`src/rtl/mod_symbol_sequencer_if.sv`:
```
// Symbol write port shared between the producer and the sequencer FIFO.
// The producer drives data and valid; the sequencer answers with ready.
interface mod_symbol_sequencer_if;
  logic       sym_valid;
  logic [2:0] sym_data;
  logic       sym_last;
  logic       sym_ready;

  modport master (output sym_valid, sym_data, sym_last, input sym_ready);
  modport slave  (input sym_valid, sym_data, sym_last, output sym_ready);
endinterface

```
`src/rtl/mod_symbol_sequencer.sv`:
```
// Symbol sequencer: queues modulation symbols and paces them to a sine
// generator, one symbol every SYM_LEN clocks, with phase/frequency mapping.
module mod_symbol_sequencer #(
  parameter int unsigned SYM_LEN    = 1024,
  parameter int unsigned FIFO_DEPTH = 8
) (
  input  logic                          clk,
  input  logic                          reset,
  input  logic                          start,
  input  logic                          abort,
  input  logic [1:0]                    mod_type,
  input  logic [1:0]                    cfg_freq0,
  input  logic [1:0]                    cfg_freq1,
  mod_symbol_sequencer_if.slave         sym,
  output logic [1:0]                    samp_freq,
  output logic [2:0]                    phase_sh,
  output logic                          gen_load,
  output logic                          amp_en,
  output logic                          busy,
  output logic                          done,
  output logic                          underrun,
  output logic [$clog2(FIFO_DEPTH):0]   fifo_count
);

  localparam int unsigned AW = $clog2(FIFO_DEPTH);
  localparam int unsigned CW = $clog2(SYM_LEN);
  localparam logic [CW-1:0] CNT_LOAD = CW'(SYM_LEN - 1);
  localparam logic [AW:0]   FULL_CNT = (AW+1)'(FIFO_DEPTH);

  typedef enum logic [1:0] {
    MOD_BPSK = 2'b00,
    MOD_QPSK = 2'b01,
    MOD_8PSK = 2'b10,
    MOD_BFSK = 2'b11
  } mod_e;

  typedef enum logic [1:0] {
    ST_IDLE,
    ST_ARM,
    ST_RUN
  } state_e;

  function automatic logic [2:0] map_phase(input mod_e m, input logic [2:0] d);
    case (m)
      MOD_BPSK: return {d[0], 2'b00};
      MOD_QPSK: return {d[1:0], 1'b0};
      MOD_8PSK: return d;
      default:  return 3'b000;
    endcase
  endfunction

  function automatic logic [1:0] map_freq(input mod_e m, input logic d0,
                                          input logic [1:0] f0, input logic [1:0] f1);
    return (m == MOD_BFSK && d0) ? f1 : f0;
  endfunction

  state_e         state_q, state_d;
  mod_e           mod_q, mod_d;
  logic [1:0]     f0_q, f0_d, f1_q, f1_d;
  logic [1:0]     freq_q, freq_d;
  logic [2:0]     phase_q, phase_d;
  logic           gen_load_q, gen_load_d;
  logic           done_q, done_d;
  logic           underrun_q, underrun_d;
  logic           last_q, last_d;
  logic [CW-1:0]  cnt_q, cnt_d;
  logic [AW-1:0]  wr_ptr_q, wr_ptr_d, rd_ptr_q, rd_ptr_d;
  logic [AW:0]    count_q, count_d;
  logic [3:0]     fifo_mem [FIFO_DEPTH];
  logic [3:0]     head;
  logic           push, pop, load, fifo_nonempty;

  assign head          = fifo_mem[rd_ptr_q];
  assign fifo_nonempty = (count_q != '0);
  assign sym.sym_ready = (count_q != FULL_CNT);

  always_comb begin
    // NOTE: every variable gets a default first so no path leaves one unassigned (no latches).
    state_d    = state_q;
    mod_d      = mod_q;
    f0_d       = f0_q;
    f1_d       = f1_q;
    freq_d     = freq_q;
    phase_d    = phase_q;
    gen_load_d = 1'b0;
    done_d     = 1'b0;
    underrun_d = underrun_q;
    last_d     = last_q;
    cnt_d      = cnt_q;
    load       = 1'b0;
    push       = sym.sym_valid && sym.sym_ready;

    case (state_q)
      ST_IDLE: begin
        if (start) begin
          mod_d      = mod_e'(mod_type);
          f0_d       = cfg_freq0;
          f1_d       = cfg_freq1;
          underrun_d = 1'b0;
          if (fifo_nonempty) begin
            load    = 1'b1;
            state_d = ST_RUN;
          end else begin
            state_d = ST_ARM;
          end
        end
      end
      ST_ARM: begin
        if (fifo_nonempty) begin
          load    = 1'b1;
          state_d = ST_RUN;
        end
      end
      ST_RUN: begin
        if (cnt_q != '0) begin
          cnt_d = cnt_q - CW'(1);
        end else if (last_q) begin
          state_d = ST_IDLE;
          done_d  = 1'b1;
        end else if (fifo_nonempty) begin
          load = 1'b1;
        end else begin
          state_d    = ST_IDLE;
          done_d     = 1'b1;
          underrun_d = 1'b1;
        end
      end
      default: state_d = ST_IDLE;
    endcase

    // Config comes from mod_d/f*_d so a start that pops immediately uses the fresh settings.
    if (load) begin
      phase_d    = map_phase(mod_d, head[2:0]);
      freq_d     = map_freq(mod_d, head[0], f0_d, f1_d);
      gen_load_d = 1'b1;
      cnt_d      = CNT_LOAD;
      last_d     = head[3];
    end
    pop = load;

    // Abort outranks everything; generator config and underrun are kept.
    if (abort) begin
      state_d    = ST_IDLE;
      mod_d      = mod_q;
      f0_d       = f0_q;
      f1_d       = f1_q;
      freq_d     = freq_q;
      phase_d    = phase_q;
      gen_load_d = 1'b0;
      done_d     = 1'b0;
      underrun_d = underrun_q;
      last_d     = 1'b0;
      cnt_d      = '0;
      push       = 1'b0;
      pop        = 1'b0;
    end

    wr_ptr_d = wr_ptr_q + AW'(push);
    rd_ptr_d = rd_ptr_q + AW'(pop);
    count_d  = count_q + (AW+1)'(push) - (AW+1)'(pop);
    if (abort) begin
      wr_ptr_d = '0;
      rd_ptr_d = '0;
      count_d  = '0;
    end
  end

  // NOTE: storage has no reset; only the pointers and count define what is valid.
  always_ff @(posedge clk) begin
    if (push) fifo_mem[wr_ptr_q] <= {sym.sym_last, sym.sym_data};
  end

  // NOTE: sequential state uses non-blocking assignments so all registers update together.
  always_ff @(posedge clk or posedge reset) begin
    if (reset) begin
      state_q    <= ST_IDLE;
      mod_q      <= MOD_BPSK;
      f0_q       <= '0;
      f1_q       <= '0;
      freq_q     <= '0;
      phase_q    <= '0;
      gen_load_q <= 1'b0;
      done_q     <= 1'b0;
      underrun_q <= 1'b0;
      last_q     <= 1'b0;
      cnt_q      <= '0;
      wr_ptr_q   <= '0;
      rd_ptr_q   <= '0;
      count_q    <= '0;
    end else begin
      state_q    <= state_d;
      mod_q      <= mod_d;
      f0_q       <= f0_d;
      f1_q       <= f1_d;
      freq_q     <= freq_d;
      phase_q    <= phase_d;
      gen_load_q <= gen_load_d;
      done_q     <= done_d;
      underrun_q <= underrun_d;
      last_q     <= last_d;
      cnt_q      <= cnt_d;
      wr_ptr_q   <= wr_ptr_d;
      rd_ptr_q   <= rd_ptr_d;
      count_q    <= count_d;
    end
  end

  assign samp_freq  = freq_q;
  assign phase_sh   = phase_q;
  assign gen_load   = gen_load_q;
  assign done       = done_q;
  assign underrun   = underrun_q;
  assign busy       = (state_q == ST_RUN);
  assign amp_en     = (state_q == ST_RUN);
  assign fifo_count = count_q;

endmodule

```
`src/flat_wrapper.sv`:
```
// flat-port wrapper written by rule: the top's interface ports become plain ports
module mod_symbol_sequencer_flat 
#(
  parameter int unsigned SYM_LEN    = 1024,
  parameter int unsigned FIFO_DEPTH = 8
)
  (clk, reset, start, abort, mod_type, cfg_freq0, cfg_freq1, samp_freq, phase_sh, gen_load, amp_en, busy, done, underrun, fifo_count, sym_sym_valid, sym_sym_data, sym_sym_last, sym_sym_ready);
  mod_symbol_sequencer_if sym_i ();
  input  logic clk;
  input  logic reset;
  input  logic start;
  input  logic abort;
  input  logic [1:0] mod_type;
  input  logic [1:0] cfg_freq0;
  input  logic [1:0] cfg_freq1;
  output logic [1:0] samp_freq;
  output logic [2:0] phase_sh;
  output logic gen_load;
  output logic amp_en;
  output logic busy;
  output logic done;
  output logic underrun;
  output logic [$clog2(FIFO_DEPTH):0] fifo_count;
  input wire logic [$bits(sym_i.sym_valid)-1:0] sym_sym_valid;
  input wire logic [$bits(sym_i.sym_data)-1:0] sym_sym_data;
  input wire logic [$bits(sym_i.sym_last)-1:0] sym_sym_last;
  output wire logic [$bits(sym_i.sym_ready)-1:0] sym_sym_ready;
  assign sym_i.sym_valid = sym_sym_valid;
  assign sym_i.sym_data = sym_sym_data;
  assign sym_i.sym_last = sym_sym_last;
  assign sym_sym_ready = sym_i.sym_ready;
  mod_symbol_sequencer #(.SYM_LEN(SYM_LEN), .FIFO_DEPTH(FIFO_DEPTH)) u_core (.clk(clk), .reset(reset), .start(start), .abort(abort), .mod_type(mod_type), .cfg_freq0(cfg_freq0), .cfg_freq1(cfg_freq1), .sym(sym_i), .samp_freq(samp_freq), .phase_sh(phase_sh), .gen_load(gen_load), .amp_en(amp_en), .busy(busy), .done(done), .underrun(underrun), .fifo_count(fifo_count));
endmodule
```
`config.mk`:
```
export PLATFORM = sky130hd
export DESIGN_NAME = mod_symbol_sequencer_flat
export DESIGN_NICKNAME = d
export VERILOG_FILES = /design/src/rtl/mod_symbol_sequencer_if.sv /design/src/rtl/mod_symbol_sequencer.sv /design/src/flat_wrapper.sv
export SDC_FILE = /design/constraint.sdc
export NUM_CORES = 1
export LEC_CHECK = 0
export ABC_AREA = 1
export CORE_ASPECT_RATIO = 0.9
export CORE_MARGIN = 10
export CORE_UTILIZATION = 39
export DETAILED_ROUTE_END_ITERATION = 8
export PLACE_DENSITY_LB_ADDON = 0.1
export RECOVER_POWER = 50
export SETUP_SLACK_MARGIN = 0.05
export SKIP_LAST_GASP = 1
export SLEW_MARGIN = 20
export SYNTH_ARGS = -nofsm -noshare
export SYNTH_HDL_FRONTEND = slang
export SYNTH_SLANG_ARGS = --single-unit
```
`constraint.sdc`:
```
create_clock -name clk -period 2.7 [get_ports clk]
set_input_delay 0.54 -clock clk [delete_from_list [all_inputs] [get_ports clk]]
set_output_delay 0.54 -clock clk [all_outputs]
set_load 0.02 [all_outputs]
```
* Yosys cells after proc, flatten, opt, wreduce, memory -nomap -nowiden
Memory sizes are Yosys's and may differ from the RTL's.
Cells that the tools add are included.
** Cells by class
- Add/subtract/negate cells :: 5
- Equality and inequality tests :: 14
- Mux-type cells :: 46
- Bitwise operators :: 1
- Reduce and logical (&&, ||, !) cells :: 14
** Operators with widths (count)
- 2-to-1 mux 10 bit :: 4
- 2-to-1 mux 2 bit :: 14
- 2-to-1 mux 1 bit :: 21
- nonzero test 10 bit :: 1
- subtractor 10 x 1 -> 10 bit (second input constant) :: 1
- one-hot mux 3 bit (3 select lines) :: 1
- inequality test 2 bit (second input constant) :: 4
- adder 3 x 1 -> 3 bit :: 2
- == test 2 bit (second input constant) :: 3
- 2-to-1 mux 3 bit :: 2
- inequality test 3 bit (second input constant) :: 2
- one-hot mux 2 bit (3 select lines) :: 1
- AND reduction 6 bit :: 1
- nonzero test 3 bit :: 2
- adder 4 x 1 -> 4 bit :: 1
- == test 2 x 1 -> 1 bit (second input constant) :: 2
- zero test 2 bit :: 2
- 2-to-1 mux 4 bit :: 1
- inequality test 4 x 3 -> 1 bit (second input constant) :: 1
- inequality test 4 bit (second input constant) :: 1
- AND reduction 2 bit :: 2
- AND reduction 4 bit :: 1
- nonzero test 2 bit :: 2
- nonzero test 4 bit :: 1
- 6 further kinds :: 7
** Storage, ports and cells
- Bits in registers :: 37
- Memory bits (writable) :: 32
- Input bits :: 15
- Output and inout bits :: 15
- Logic and storage cells :: 95
- Memories kept :: 1
** Memories
- u_core.fifo_mem :: words 8, bits a word 4, read ports 1, clocked after memory_dff 0, write ports 1, RTL line mod_symbol_sequencer.sv:69 : logic [3:0] fifo_mem [FIFO_DEPTH];

* Logic depth before layout (Yosys ltp)
- Depth in word-level cells :: 8
- Depth in mapped cells :: 16
- Gate-level depth less buffers :: 15

* Worst setup path after synthesis
OpenSTA, ideal clock, no wires.
- Kind :: register -> register
- From :: register u_core.count_q[2] (netlist: u_core.fifo_count[2])
- To :: register u_core.count_q[2] (netlist: u_core.fifo_count[2])
- Setup time :: 0.132 ns
- Arrival :: 2.359 ns
- Required time :: 2.568 ns
- Path slack :: 0.209 ns
- Stages on the path, launching flop included :: 16
- Path buffers :: 1
- Period minus slack after synthesis :: 2.491 ns
- Cells stage by stage :: dfrtp_1 > inv_1 > ha_1 > nand2_1 > nand2_2 > nor2_8 > nand2_4 > nand2_8 > nand2_4 > buf_4 > nand2_1 > nand2_1 > ha_1 > fa_1 > xnor2_1 > nor2_1
** Between the ends
- Cells in the longest elaborated chain, start to end :: 8
- Elaborated cells on any way between the ends :: 13
- Classes of those cells :: add/sub: 2; eq/ne: 1; mux: 8; reduce/logical: 2
** Ends and longest elaborated chain
- start: declaration :: RTL line mod_symbol_sequencer.sv:68 : logic [AW:0] count_q, count_d;
- start signal: assignment :: RTL line mod_symbol_sequencer.sv:204 : count_q <= count_d;
- nonzero test 4 bit :: RTL line mod_symbol_sequencer.sv:74 : assign fifo_nonempty = (count_q != '0);
- 2-to-1 mux 1 bit :: RTL line mod_symbol_sequencer.sv:100, mod_symbol_sequencer.sv:109, mod_symbol_sequencer.sv:120
- 2-to-1 mux 1 bit :: RTL line mod_symbol_sequencer.sv:117 : end else if (last_q) begin
- 2-to-1 mux 1 bit :: RTL line mod_symbol_sequencer.sv:115 : if (cnt_q != '0) begin
- one-hot mux 1 bit (3 select lines) :: RTL line mod_symbol_sequencer.sv:93 : case (state_q)
- 2-to-1 mux 1 bit :: RTL line mod_symbol_sequencer.sv:142 : if (abort) begin
- subtractor 4 x 1 -> 4 bit (*) :: RTL line mod_symbol_sequencer.sv:160 : count_d = count_q + (AW+1)'(push) - (AW+1)'(pop);
- 2-to-1 mux 4 bit (*) :: RTL line mod_symbol_sequencer.sv:161 : if (abort) begin
- via u_core.count_d[2] :: RTL line mod_symbol_sequencer.sv:68
The timed path passes the listed nets; every way through them passes the cells marked *.
A chain may end at the register's enable or synchronous reset.

* Worst setup path in the final report
- From :: register u_core.count_q[2] (netlist: u_core.fifo_count[2])
- To :: register u_core.count_q[1] (netlist: u_core.fifo_count[1])
Same word-level chain as after synthesis.

==> metrics <==
pin slew with the least headroom to its limit=923 ps; Initial Util=39.7%; post-synth cell types=34; RSZ-0062 raised after global routing=no; Clock power frac=22.7%; Mapped Nets=443; die area=13,500 µm²; Die W=121 µm; Skew-Pair Late Insertion Delay=350 ps; PnR worst setup slack=258 ps; GPL Wtd Cong=0.835; internal power=2.54 mW; area grow syn2layout=18.9%; Synth Cell Area=3610 µm²; setup TNS=0 ps; Root Buffer=clkbuf_8; Post-DP HPWL=5.80 mm; I/O pin cnt=30; synth top area cells=edfxtp_1 (27%), dfrtp_1 (26%), nand2_1 (12%), inv_1 (5.6%), nand3_1 (5.5%); design area=4290 µm²; mux contribution to synthesized area=0.555%; #FFs+latches synth=69; Core ar.=9080 µm²; most frequent cells in the layout=nand2_1 (118), inv_1 (54), nand3_1 (40); Sink Count=69; post-CTS sizing=0; Fin. Hold Viols=0; Fmax=0.410 GHz; Routed WL per cell=13.5 µm; Crit Path Category=register to register; placed inst area=4070 µm²; Psw=1.78 mW; fin crit period=2440 ps; # setup viols final=0; drt pass-1 iters=5; placed cells=567; XOR/XNOR Fraction of Synth Area=1.46%; Reg power frac=33.6%; GRT Util Overall=12.4%; global-route wire length before repair=13.4 mm; Compound-Gate Fraction of Synth Area=5.41%; H-Tree Depth=3; Max clock buf depth=2; Synth Area in Simple Gates=28.6%; share of the synthesized area in the top cell type=26.6%; pre-CTS WS=110 ps; Fill cells=915; vias in the first global route=2,724; family with the most delay on the worst path=simple AND/OR/NAND/NOR gates; drt total wl=7.89 mm; syn avg cell area=8.65 µm²; largest net degree at the start of global routing=38; Residual DRC=0; Slew HR=38.5%; worst path cell trace=inv_1 -> ha_1 -> nand2_1 -> nand2_2 -> nor2_8 -> nand2_4 -> nand2_8 -> nand2_4 -> or2_4 -> nand2_1 -> ha_1 -> fa_1 -> inv_1 -> nor2_1; IO Port Bufs=29; CP startpoint kind=register; CTS Hold Bufs=0; area leader, netlist=edfxtp_1; Max IR drop VDD=0.487 mV; fin nets=482; initial antenna violation count=0; vias per inst=4.62; status=complete, no violations; Power per Cell Area=1010 nW/µm²; commonest non-fill, non-tap cell in the layout=nand2_1; number of buffers created by CTS=9; vias=2,696; Final Skew=13.8 ps; share of layout cells above drive strength 1=10.2%; Remaining Overflow, GRT=0; num rows=33; WHS=480 ps; Critical Path Max Stage Delay=420 ps; Synth Area in Adders=4.02%; largest fanout on the critical path=6; largest family of logic cells by synthesized area=simple AND/OR/NAND/NOR gates; required time worst endpoint=2940 ps; Worst Hold Class=register to register; switching share of total power=41.2%; clock slew at reported path FFs=90 ps; max-slew violations=0; Gate Count Post-Synth=417; Arr. time, crit path=2680 ps; post-CTS setup repair buffer count=0; drt initial violations=165; post-route antenna net violation count=0; Yosys warning total=0; CP Capture Type=register; Die Y=111 µm; Leakage=2.00 nW; post-route insts no fill=583; CP max-delay cell=fa_1; CP bufs+invs=2; Seq/Total Area, Yosys=52.3%; diode count=0; total power=4.32 mW; combinational share of power=43.8%; final core utilization=47.2%; fin crit share=90.4%; CTS tree=yes; max_cap viols=0
==> layout make-up <==
cell class / count / area [µm²] / area share [%]
Clock buffer: 9 / 124 / 2.89
Clock inverter: 7 / 105 / 2.45
Inverter: 59 / 224 / 5.22
Multi-Input combinational cell: 278 / 1440 / 33.5
Sequential cell: 69 / 1890 / 44.0
Tap cell: 122 / 153 / 3.56
Timing Repair Buffer: 39 / 359 / 8.37
==> cells by family (layout without fill, tap and decap cells) <==
kind of cell             after synthesis  after routing
AO/OA/AOI/OAI                         37             37
XOR/XNOR                               6              6
adder cells (fa/ha/maj)               11             11
buffers and inverters                 70            114
flip-flops                            69             69
multiplexers                           2              2
AND/OR/NAND/NOR                      222            222
==> worst paths after layout <==
kind,cells past startpoint,slack [ps],endpoint,start
min in group asynchronous,3,890,u_core.done,reset
worst min register to register,2,480,u_core.underrun,u_core.underrun
worst max-delay path,14,260,u_core.fifo_count[1],u_core.fifo_count[2]
worst min-delay path,2,480,u_core.underrun,u_core.underrun
worst max register to register,14,260,u_core.fifo_count[1],u_core.fifo_count[2]
max in group asynchronous,3,1220,u_core.phase_sh[1],reset
==> routing by layer <==
metal / up-vias / track usage (%) / share of wire, %
met5: - / 0 / 0
met4: 0 / 4.77 / 1.8
met3: 14 / 3.00 / 2.8
met2: 36 / 18.8 / 46
met1: 1236 / 16.6 / 50
li1: 1410 / - / -
==> registers in the layout (all words and copies together), names as in the netlist <==
register	cells
u_core.samp_freq	2
u_core.state_q	2
u_core.done	1
u_core.phase_sh	3
u_core.f0_q	2
u_core.last_q	1
u_core.gen_load	1
u_core.fifo_mem	32
u_core.underrun	1
u_core.mod_q	2
u_core.fifo_count	4
u_core.rd_ptr_q	3
u_core.cnt_q	10
u_core.wr_ptr_q	3
u_core.f1_q	2
==> worst min-delay path, stage by stage, from the launching register on <==
cell,delay [ps]
dfrtp_1,350
nand2_1,50
nand2_1,50
==> cells in the mapped netlist, drive strengths merged <==
| master | count |
|---|---|
| xnor2 | 2 |
| nand3 | 40 |
| or2 | 3 |
| mux2i | 2 |
| nand3b | 1 |
| o21ai | 24 |
| ha | 10 |
| nand2 | 125 |
| xor2 | 4 |
| inv | 59 |
| buf | 6 |
| edfxtp | 32 |
| o211ai | 2 |
| o22ai | 3 |
| nor2 | 48 |
| dfrtp | 37 |
| nand4 | 3 |
| nor3 | 2 |
| fa | 1 |
| a21oi | 7 |
| clkbuf | 5 |
| a31oi | 1 |
==> power by group through the flow <==
stage | Clock, mW | Combinational [mW] | Sequential, mW
after floorplan | 0 | 1.32 | 1.53
after global placement | 0 | 1.91 | 1.48
after detailed placement | 0 | 1.93 | 1.48
after CTS | 1.01 | 1.94 | 1.46
after global routing | 1.05 | 2.16 | 1.48
final | 0.979 | 1.89 | 1.45
No activity file was read; power rests on OpenSTA's default activity.
